File: config.mk
export PLATFORM = sky130hd
export DESIGN_NAME = lsu_mem_port_flat
export DESIGN_NICKNAME = d
export VERILOG_FILES = /design/src/rtl/lsu_pkg.sv /design/src/rtl/lsu_mem_port_if.sv /design/src/rtl/lsu_lane_align.sv /design/src/rtl/lsu_mem_port.sv /design/src/flat_wrapper.sv
export SDC_FILE = /design/constraint.sdc
export NUM_CORES = 1
export LEC_CHECK = 0
export BUFFER_PORTS_ARGS = -buffer_cell sky130_fd_sc_hd__buf_2
export CORE_UTILIZATION = 45
export CTS_CLUSTER_DIAMETER = 50
export DETAILED_ROUTE_END_ITERATION = 8
export MAX_ROUTING_LAYER = met4
export PLACE_DENSITY = 0.73
export SYNTH_ARGS = -nofsm -noshare
export SYNTH_HDL_FRONTEND = slang
export SYNTH_SLANG_ARGS = --single-unit
File: constraint.sdc
create_clock -name i_clk -period 2.55 [get_ports i_clk]
set_clock_uncertainty 0.2 [all_clocks]
set_input_delay 0 -clock i_clk [delete_from_list [all_inputs] [get_ports i_clk]]
set_output_delay 0 -clock i_clk [all_outputs]
set_load 0.01 [all_outputs]
File: src/rtl/lsu_pkg.sv
// rtl/lsu_pkg.sv - shared types, width encodings and helpers for the load/store unit
package lsu_pkg;

  typedef enum logic [1:0] {
    ST_IDLE = 2'b00,
    ST_REQ  = 2'b01,
    ST_WAIT = 2'b10,
    ST_DONE = 2'b11
  } lsu_state_e;

  localparam logic [1:0] W_BYTE = 2'b00;
  localparam logic [1:0] W_HALF = 2'b01;
  localparam logic [1:0] W_WORD = 2'b10;

  localparam int unsigned LSU_TIMEOUT_DEFAULT = 255;

  // Byte offset actually used for lanes: bits below the access size are dropped.
  function automatic logic [1:0] eff_offset(input logic [1:0] width, input logic [1:0] addr_lo);
    case (width)
      W_BYTE:  return addr_lo;
      W_HALF:  return {addr_lo[1], 1'b0};
      default: return 2'b00;
    endcase
  endfunction

  function automatic logic is_misaligned(input logic [1:0] width, input logic [1:0] addr_lo);
    case (width)
      W_BYTE:  return 1'b0;
      W_HALF:  return addr_lo[0];
      default: return |addr_lo;
    endcase
  endfunction

endpackage

File: src/rtl/lsu_mem_port_if.sv
// rtl/lsu_mem_port_if.sv - data memory req/gnt/rvalid port bundle
interface lsu_mem_port_if;
  logic        dmem_req;
  logic        dmem_we;
  logic [31:0] dmem_addr;
  logic [3:0]  dmem_be;
  logic [31:0] dmem_wdata;
  logic        dmem_gnt;
  logic        dmem_rvalid;
  logic [31:0] dmem_rdata;

  modport master (
    output dmem_req, dmem_we, dmem_addr, dmem_be, dmem_wdata,
    input  dmem_gnt, dmem_rvalid, dmem_rdata
  );

  modport slave (
    input  dmem_req, dmem_we, dmem_addr, dmem_be, dmem_wdata,
    output dmem_gnt, dmem_rvalid, dmem_rdata
  );
endinterface

File: src/rtl/lsu_lane_align.sv
// rtl/lsu_lane_align.sv - byte-lane enables, store data replication and load extraction/extension
module lsu_lane_align
  import lsu_pkg::*;
(
  input  logic [1:0]  i_off,
  input  logic [1:0]  i_width,
  input  logic        i_unsigned,
  input  logic [31:0] i_store_data,
  input  logic [31:0] i_rdata,
  output logic [3:0]  o_be,
  output logic [31:0] o_wdata,
  output logic [31:0] o_load_data
);

  logic [31:0] w_shifted;

  assign w_shifted = i_rdata >> {i_off, 3'b000};

  always_comb begin
    o_be        = 4'b1111;
    o_wdata     = i_store_data;
    o_load_data = i_rdata;
    case (i_width)
      W_BYTE: begin
        o_be        = 4'b0001 << i_off;
        o_wdata     = {4{i_store_data[7:0]}};
        o_load_data = i_unsigned ? {24'b0, w_shifted[7:0]}
                                 : {{24{w_shifted[7]}}, w_shifted[7:0]};
      end
      W_HALF: begin
        o_be        = 4'b0011 << i_off;
        o_wdata     = {2{i_store_data[15:0]}};
        o_load_data = i_unsigned ? {16'b0, w_shifted[15:0]}
                                 : {{16{w_shifted[15]}}, w_shifted[15:0]};
      end
      default: begin
        o_be        = 4'b1111;
        o_wdata     = i_store_data;
        o_load_data = i_rdata;
      end
    endcase
  end

endmodule

File: src/rtl/lsu_mem_port.sv
// rtl/lsu_mem_port.sv - load/store unit issuing one access at a time to data memory
// Optional misaligned-access trap enabled by defining LSU_MISALIGN_TRAP_EN.
module lsu_mem_port
  import lsu_pkg::*;
#(
  parameter int unsigned TIMEOUT = LSU_TIMEOUT_DEFAULT
) (
  input  logic           i_clk,
  input  logic           i_rst,
  input  logic           i_start,
  input  logic           i_mem_read,
  input  logic           i_mem_write,
  input  logic [1:0]     i_mem_width,
  input  logic           i_load_unsigned,
  input  logic [31:0]    i_addr,
  input  logic [31:0]    i_store_data,
  output logic           o_busy,
  output logic           o_done,
  output logic [31:0]    o_load_data,
  output logic           o_err,
  output logic           o_misaligned,
  lsu_mem_port_if.master dmem
);

  lsu_state_e  r_state;
  lsu_state_e  w_next;
  logic [1:0]  r_off;
  logic [1:0]  r_width;
  logic        r_unsigned;
  logic [31:0] r_cnt;
  logic        r_busy;
  logic        r_done;
  logic        r_err;
  logic        r_misal;
  logic [31:0] r_load_data;
  logic        r_dmem_req;
  logic        r_dmem_we;
  logic [31:0] r_dmem_addr;
  logic [3:0]  r_dmem_be;
  logic [31:0] r_dmem_wdata;

  logic        w_accept;
  logic        w_trap;
  logic        w_tmo;
  logic        w_capture;
  logic        w_tmo_hit;
  logic        w_misal_in;
  logic [1:0]  w_off_in;
  logic [1:0]  w_al_off;
  logic [1:0]  w_al_width;
  logic        w_al_unsigned;
  logic [3:0]  w_be;
  logic [31:0] w_wdata;
  logic [31:0] w_ext;

`ifdef LSU_MISALIGN_TRAP_EN
  assign w_misal_in = is_misaligned(i_mem_width, i_addr[1:0]);
`else
  assign w_misal_in = 1'b0;
`endif

  assign w_off_in  = eff_offset(i_mem_width, i_addr[1:0]);
  assign w_tmo_hit = (TIMEOUT != 0) && (r_cnt >= TIMEOUT - 32'd1);

  // In IDLE the aligner sees the incoming request so lanes register on entry to REQ;
  // afterwards it sees the latched access for load extraction.
  assign w_al_off      = (r_state == ST_IDLE) ? w_off_in        : r_off;
  assign w_al_width    = (r_state == ST_IDLE) ? i_mem_width     : r_width;
  assign w_al_unsigned = (r_state == ST_IDLE) ? i_load_unsigned : r_unsigned;

  lsu_lane_align u_align (
    .i_off        (w_al_off),
    .i_width      (w_al_width),
    .i_unsigned   (w_al_unsigned),
    .i_store_data (i_store_data),
    .i_rdata      (dmem.dmem_rdata),
    .o_be         (w_be),
    .o_wdata      (w_wdata),
    .o_load_data  (w_ext)
  );

  always_comb begin
    w_next    = r_state;
    w_accept  = 1'b0;
    w_trap    = 1'b0;
    w_tmo     = 1'b0;
    w_capture = 1'b0;
    case (r_state)
      ST_IDLE: begin
        if (i_start && (i_mem_read || i_mem_write)) begin
          if (w_misal_in) begin
            w_next = ST_DONE;
            w_trap = 1'b1;
          end else begin
            w_next   = ST_REQ;
            w_accept = 1'b1;
          end
        end
      end
      ST_REQ: begin
        if (dmem.dmem_gnt) begin
          w_next = r_dmem_we ? ST_DONE : ST_WAIT;
        end else if (w_tmo_hit) begin
          w_next = ST_DONE;
          w_tmo  = 1'b1;
        end
      end
      ST_WAIT: begin
        if (dmem.dmem_rvalid) begin
          w_next    = ST_DONE;
          w_capture = 1'b1;
        end else if (w_tmo_hit) begin
          w_next = ST_DONE;
          w_tmo  = 1'b1;
        end
      end
      ST_DONE: w_next = ST_IDLE;
      default: w_next = ST_IDLE;
    endcase
  end

  always_ff @(posedge i_clk) begin
    if (i_rst) begin
      r_state      <= ST_IDLE;
      r_off        <= 2'b00;
      r_width      <= W_BYTE;
      r_unsigned   <= 1'b0;
      r_cnt        <= '0;
      r_busy       <= 1'b0;
      r_done       <= 1'b0;
      r_err        <= 1'b0;
      r_misal      <= 1'b0;
      r_load_data  <= '0;
      r_dmem_req   <= 1'b0;
      r_dmem_we    <= 1'b0;
      r_dmem_addr  <= '0;
      r_dmem_be    <= 4'b0000;
      r_dmem_wdata <= '0;
    end else begin
      r_state    <= w_next;
      r_busy     <= (w_next != ST_IDLE);
      r_done     <= (w_next == ST_DONE);
      r_dmem_req <= (w_next == ST_REQ);
      r_err      <= w_tmo;
      r_misal    <= w_trap;
      if (w_accept) begin
        r_cnt        <= '0;
        r_off        <= w_off_in;
        r_width      <= i_mem_width;
        r_unsigned   <= i_load_unsigned;
        r_dmem_we    <= i_mem_write;
        r_dmem_addr  <= {i_addr[31:2], 2'b00};
        r_dmem_be    <= w_be;
        r_dmem_wdata <= w_wdata;
      end else if (r_state == ST_REQ || r_state == ST_WAIT) begin
        r_cnt <= r_cnt + 32'd1;
      end
      if (w_capture) begin
        r_load_data <= w_ext;
      end else if (w_tmo || w_trap) begin
        r_load_data <= '0;
      end
    end
  end

  assign o_busy          = r_busy;
  assign o_done          = r_done;
  assign o_load_data     = r_load_data;
  assign o_err           = r_err;
  assign o_misaligned    = r_misal;
  assign dmem.dmem_req   = r_dmem_req;
  assign dmem.dmem_we    = r_dmem_we;
  assign dmem.dmem_addr  = r_dmem_addr;
  assign dmem.dmem_be    = r_dmem_be;
  assign dmem.dmem_wdata = r_dmem_wdata;

endmodule

File: src/flat_wrapper.sv
// flat-port wrapper written by rule: the top's interface ports become plain ports
module lsu_mem_port_flat import lsu_pkg::*;
#(
  parameter int unsigned TIMEOUT = LSU_TIMEOUT_DEFAULT
)
  (i_clk, i_rst, i_start, i_mem_read, i_mem_write, i_mem_width, i_load_unsigned, i_addr, i_store_data, o_busy, o_done, o_load_data, o_err, o_misaligned, dmem_dmem_req, dmem_dmem_we, dmem_dmem_addr, dmem_dmem_be, dmem_dmem_wdata, dmem_dmem_gnt, dmem_dmem_rvalid, dmem_dmem_rdata);
  lsu_mem_port_if dmem_i ();
  input  logic i_clk;
  input  logic i_rst;
  input  logic i_start;
  input  logic i_mem_read;
  input  logic i_mem_write;
  input  logic [1:0] i_mem_width;
  input  logic i_load_unsigned;
  input  logic [31:0] i_addr;
  input  logic [31:0] i_store_data;
  output logic o_busy;
  output logic o_done;
  output logic [31:0] o_load_data;
  output logic o_err;
  output logic o_misaligned;
  output wire logic [$bits(dmem_i.dmem_req)-1:0] dmem_dmem_req;
  output wire logic [$bits(dmem_i.dmem_we)-1:0] dmem_dmem_we;
  output wire logic [$bits(dmem_i.dmem_addr)-1:0] dmem_dmem_addr;
  output wire logic [$bits(dmem_i.dmem_be)-1:0] dmem_dmem_be;
  output wire logic [$bits(dmem_i.dmem_wdata)-1:0] dmem_dmem_wdata;
  input wire logic [$bits(dmem_i.dmem_gnt)-1:0] dmem_dmem_gnt;
  input wire logic [$bits(dmem_i.dmem_rvalid)-1:0] dmem_dmem_rvalid;
  input wire logic [$bits(dmem_i.dmem_rdata)-1:0] dmem_dmem_rdata;
  assign dmem_dmem_req = dmem_i.dmem_req;
  assign dmem_dmem_we = dmem_i.dmem_we;
  assign dmem_dmem_addr = dmem_i.dmem_addr;
  assign dmem_dmem_be = dmem_i.dmem_be;
  assign dmem_dmem_wdata = dmem_i.dmem_wdata;
  assign dmem_i.dmem_gnt = dmem_dmem_gnt;
  assign dmem_i.dmem_rvalid = dmem_dmem_rvalid;
  assign dmem_i.dmem_rdata = dmem_dmem_rdata;
  lsu_mem_port #(.TIMEOUT(TIMEOUT)) u_core (.i_clk(i_clk), .i_rst(i_rst), .i_start(i_start), .i_mem_read(i_mem_read), .i_mem_write(i_mem_write), .i_mem_width(i_mem_width), .i_load_unsigned(i_load_unsigned), .i_addr(i_addr), .i_store_data(i_store_data), .o_busy(o_busy), .o_done(o_done), .o_load_data(o_load_data), .o_err(o_err), .o_misaligned(o_misaligned), .dmem(dmem_i));
endmodule
# == Word-level counts from Yosys, hierarchy flattened ==
# Index checks and enable logic that the tools add are counted.
# op_classes
add_sub_neg,1
n_lt_le_gt_ge,1
n_eq_ne,7
n_shift,3
mux,25
n_reduce_logical,9
# op_table
op,count
$mux W32,4
$pmux W32 S2,2
$add A32 B1 Y32 const B,1
$ge A32 B8 Y1 const B,1
$shr A32 B5 Y16,1
$mux W2,6
$mux W1,9
$eq A2 B1 Y1 const B,4
$pmux W2 S4,1
$pmux W4 S2,1
$eq A2 B2 Y1 const B,3
$logic_not A2 Y1,3
$pmux W2 S2,1
$reduce_bool A2 Y1,2
$shl A1 B2 Y4 const A,1
$shl A2 B2 Y4 const A,1
$logic_or A1 B1 Y1,2
$pmux W1 S2,1
$reduce_or A2 Y1,1
$logic_and A1 B1 Y1,1
# totals
regBits,142
inputBits,106
out_inout_bits,106

# == Longest topological paths before layout ==
# depth
depth_word,7
mapped_depth,11

# == Modules after synthesis ==
# From an unflattened synthesis, not the netlist that was laid out.
# unflattened
cells_unflattened,817
hier_area_um2,6755.2
# by_module_without_submodules
module,instances,cells_per_inst,area_each_um2
lsu_mem_port,1,626,5418.9
lsu_lane_align,1,191,1336.3

# == Worst setup path after synthesis ==
# Ideal clock, no wire load.
# synth_path
path_type,flip-flop to flip-flop
start,register u_core.r_state[0]
end,"register u_core.r_load_data[21], in the netlist u_core.o_load_data[21]"
setup_ps,122
t_arrival_ps,1993
t_required_ps,2228
slack_ps,235
path_stages_with_launch,12
path_buffers,3
period_less_slack_ps,2315
path_cell_list,dfxtp_1 > inv_1 > ha_1 > buf_6 > nor4bb_4 > buf_6 > nor2_8 > mux2i_1 > o22a_2 > a21oi_4 > buf_6 > a221o_1
# synth_between
elab_chain_len,6
elab_cells_between_ends,16
# synth_rtl
element,line,source
start: declaration,lsu_mem_port.sv:25,lsu_state_e r_state;
start signal: assignment,lsu_mem_port.sv:140,r_state <= w_next;
$logic_not A2 Y1,-,
$mux W2,lsu_mem_port.sv:67,assign w_al_off = (r_state == ST_IDLE) ? w_off_in : r_off;
$shr A32 B5 Y16,lsu_lane_align.sv:17,"assign w_shifted = i_rdata >> {i_off, 3'b000};"
"$mux W32, on equally long branches","lsu_lane_align.sv:33, lsu_lane_align.sv:27",
$pmux W32 S2,lsu_lane_align.sv:23,case (i_width)
$mux W32,lsu_mem_port.sv:158,if (w_capture) begin
end signal: assignment,lsu_mem_port.sv:159,r_load_data <= w_ext;
end: declaration,lsu_mem_port.sv:35,logic [31:0] r_load_data;
# Parallel ways exist; a longest one is shown, timed or not.
# A chain may end at the register's enable or synchronous reset.

# == Worst setup path in the final report ==
# layout_path
start,register u_core.r_state[0]
end,"register u_core.r_load_data[10], in the netlist u_core.o_load_data[10]"
# The elaborated chain is that of the path after synthesis.

==> metrics.txt <==
maxcap violations 0; share of post-route cells with drive strength above 1 27.64%; worst rel slew slack 59.59%; Cell Rows 42; Layout Nets 1169; Post-Syn Area per Cell about 8.5 um2; Cell Area, Synth 6327 um2; fill cell count 1053; Setup CP Type reg2reg; global-route wire length before repair about 32000 um; die area 14540 um2; Hold Crit Class in2reg; Tot Pwr 0.008047 W; num ports about 210; # clock sinks 142; core area about 13000 um2; vias post-DR approximately 6700; vias in the first global route around 6600; Req. time, crit path 2.71 ns; H-Tree Depth 4; Initial DRC Count 564; Worst setup SP type register; Final Setup Violations 0; Worst Path Max Fanout 12; post-synthesis async set-or-reset flop share 0%; initial antenna violation count 0; Worst Path Arrival 2.61 ns; vias per inst between 5 and 6; detailed-route DRC error count 0; Post-synth EDFFs 0; Tot GR Track Use ~29%; sequential share of the synthesized area 44.93%; Reg clk slew, reported paths 0.06 ns; Slew Limit Fails 0; cts bufs inserted 17; Clock Tree Buf Depth 2; part of the cycle the worst path needs 95.85%; post-synthesis cell count 742; peak supply drop between 0.6 and 0.7 mV; Antenna Cells 0; Highest Clock Rate slightly above 0.4 GHz; die width about 120 um; Setup crit end kind register; port bufs 208; Post-DP HPWL ~13000 um; final count of hold timing violations 0; TritonCTS clock tree done; Post-Layout Cell Count around 1200; Worst-Margin Slew around 0.60 ns; post-synthesis register bit count 142; pwr dens around 860 nW/um2; drt total wl 20190 um; Skew-Pair Late Insertion Delay 0.42 ns; die height 120.6 um; Lkg Pwr 4.230 nW; synth warn 0; largest net degree at the start of global routing approximately 60; Synth cell types 60; first-pass detailed-route iteration total 7; synth-to-layout area growth 47.52%; min cycle time layout approximately 2.4 ns; RD Place Congestion 0.9026; WHS 0.1672 ns; CTS Root Cell clkbuf_16; Synth Flop Type dfxtp_1; drt wl/cell around 16 um; status complete, no violations; Routed Antenna Nets 0; total grt overflow 0; placed cells 1106; Initial Util 47.03%
## cell usage in the layout, fill, tap and decap left out, drive strengths merged, types with 4 or more instances in the layout
master / instances
inv: 7
a311oi: 17
clkbuf: 21
buf: 242
a21oi: 71
a211oi: 11
mux2i: 26
clkinv: 8
nand3: 18
nand4: 12
and3: 6
nand2b: 4
dlygate4sd3: 105
nor4: 7
nor3: 6
nor2: 98
dfxtp: 142
a221o: 16
xnor2: 9
a21o: 8
o21ai: 24
o2bb2ai: 8
xor2: 21
ha: 5
nand2: 133
a2bb2oi: 7
## worst paths after layout
check                                               from                                      to  slack [ns]  cells past startpoint
setup reg to reg            u_core.r_state[0]$_SDFF_PP0_     u_core.o_load_data[10]$_SDFFE_PP0P_        0.11                      9
hold / removal                                i_addr[30]  u_core.dmem.dmem_addr[30]$_SDFFE_PP0P_        0.17                      4
hold reg to reg   u_core.dmem.dmem_wdata[3]$_SDFFE_PP0P_  u_core.dmem.dmem_wdata[3]$_SDFFE_PP0P_        0.25                      2
setup / recovery            u_core.r_state[0]$_SDFF_PP0_     u_core.o_load_data[10]$_SDFFE_PP0P_        0.11                      9
## flip-flops by register name, summed over array words and instances, names as in the netlist, 2 cells and up
name                    count
u_core.dmem.dmem_wdata     32
u_core.o_load_data         32
u_core.r_cnt               32
u_core.dmem.dmem_addr      30
u_core.dmem.dmem_be         4
u_core.r_off                2
u_core.r_state              2
u_core.r_width              2
## area by class of cell
| cell class | count | area, um2 | area share, % |
|---|---|---|---|
| multi-input cells | 543 | 3249 | 34.81 |
| clock inverters | 11 | 115.1 | 1.233 |
| clock buffers | 21 | 470.5 | 5.040 |
| well taps | 176 | 220.2 | 2.359 |
| inverters | 7 | 26.28 | 0.2815 |
| repair buffers | 347 | 2410 | 25.82 |
| flip-flops and latches | 142 | 2843 | 30.46 |
## cell families (layout without fill, tap and decap cells)
| family | Yosys count | count (layout) | share of synthesized area (%) |
|---|---|---|---|
| other cells | 1 | 3 | 0.05927 |
| buf+inv | 59 | 386 | 4.588 |
| mux | 27 | 27 | 4.350 |
| flops | 142 | 142 | 44.93 |
| compound gates | 176 | 176 | 19.36 |
| fa+ha+maj | 5 | 5 | 0.9887 |
| xor+xnor | 30 | 30 | 4.153 |
| simple gates | 302 | 302 | 21.57 |
## synthesized netlist by cell type (all sizes together) (2+ instances only)
library cell | count | share of area (%)
dfxtp | 142 | 45
nand2 | 133 | 7.9
nor2 | 98 | 6.1
a21oi | 71 | 5.8
clkbuf | 28 | 1.7
mux2i | 26 | 4.2
buf | 24 | 2.5
o21ai | 24 | 1.9
xor2 | 21 | 2.9
nand3 | 18 | 1.4
a311oi | 17 | 2.4
a221o | 16 | 2.5
nand4 | 12 | 1.3
a211oi | 11 | 1.4
xnor2 | 9 | 1.2
a21o | 8 | 0.95
o2bb2ai | 8 | 1.1
a2bb2oi | 7 | 0.97
inv | 7 | 0.42
nor4 | 7 | 0.79
and3 | 6 | 0.59
nor3 | 6 | 0.71
ha | 5 | 0.99
nand2b | 4 | 0.40
nand3b | 3 | 0.36
nor2b | 3 | 0.30
o211ai | 3 | 0.43
or3 | 3 | 0.30
a32oi | 2 | 0.28
and4 | 2 | 0.28
or2 | 2 | 0.20
or3b | 2 | 0.28
## per-layer routing
| layer | routed length, um | vias to the layer above | global-route usage, % | part of all wire [%] |
|---|---|---|---|---|
| met5 | 0 | - | - | 0 |
| met4 | 990 | 0 | 15.12 | 4.9 |
| met3 | 1149 | 86 | 7.028 | 5.7 |
| met2 | 9691 | 306 | 46.01 | 48 |
| met1 | 8357 | 3112 | 33.92 | 41 |
| li1 | - | 3243 | - | - |
## power breakdown
group	internal [W]	switching (W)	leakage (nW)
clock	0.00151	0.000928	0.292
combinational	0.00122	0.00164	2.78
sequential	0.00256	0.000189	1.16
total	0.00529	0.00276	4.23
## metrics by stage
stage          area [um2]  utilization [%]  setup slack, ns  setup TNS, ns
4_1_cts              9274            68.94          0.03976              0
3_5_place_dp         7635            56.75         0.007363              0
6_report             9334            69.38           0.1059              0
5_1_grt              9334            69.38         -0.04121       -0.04891
2_1_floorplan        6335                -           0.2349              0
3_3_place_gp         7635            56.75          0.06758              0
## critical path: stages (launching register included)
cell and delay, ns:
dfxtp_1 0.31, inv_1 0.15, ha_4 0.23, nor4bb_4 0.24, buf_4 0.21, o211ai_2 0.10
nor2_1 0.48, a2bb2oi_1 0.14, a21oi_1 0.21, a21o_1 0.11
## repair_timing
item,in CTS,in global routing
hold endpoints to repair,110,0
hold buffers,105,0
pin swaps,1,2
setup endpoints to repair,17,30
buffers inserted,0,4
cloned,0,0
gates resized for setup,1,2
Note: power is estimated with default switching activity, not from simulation.
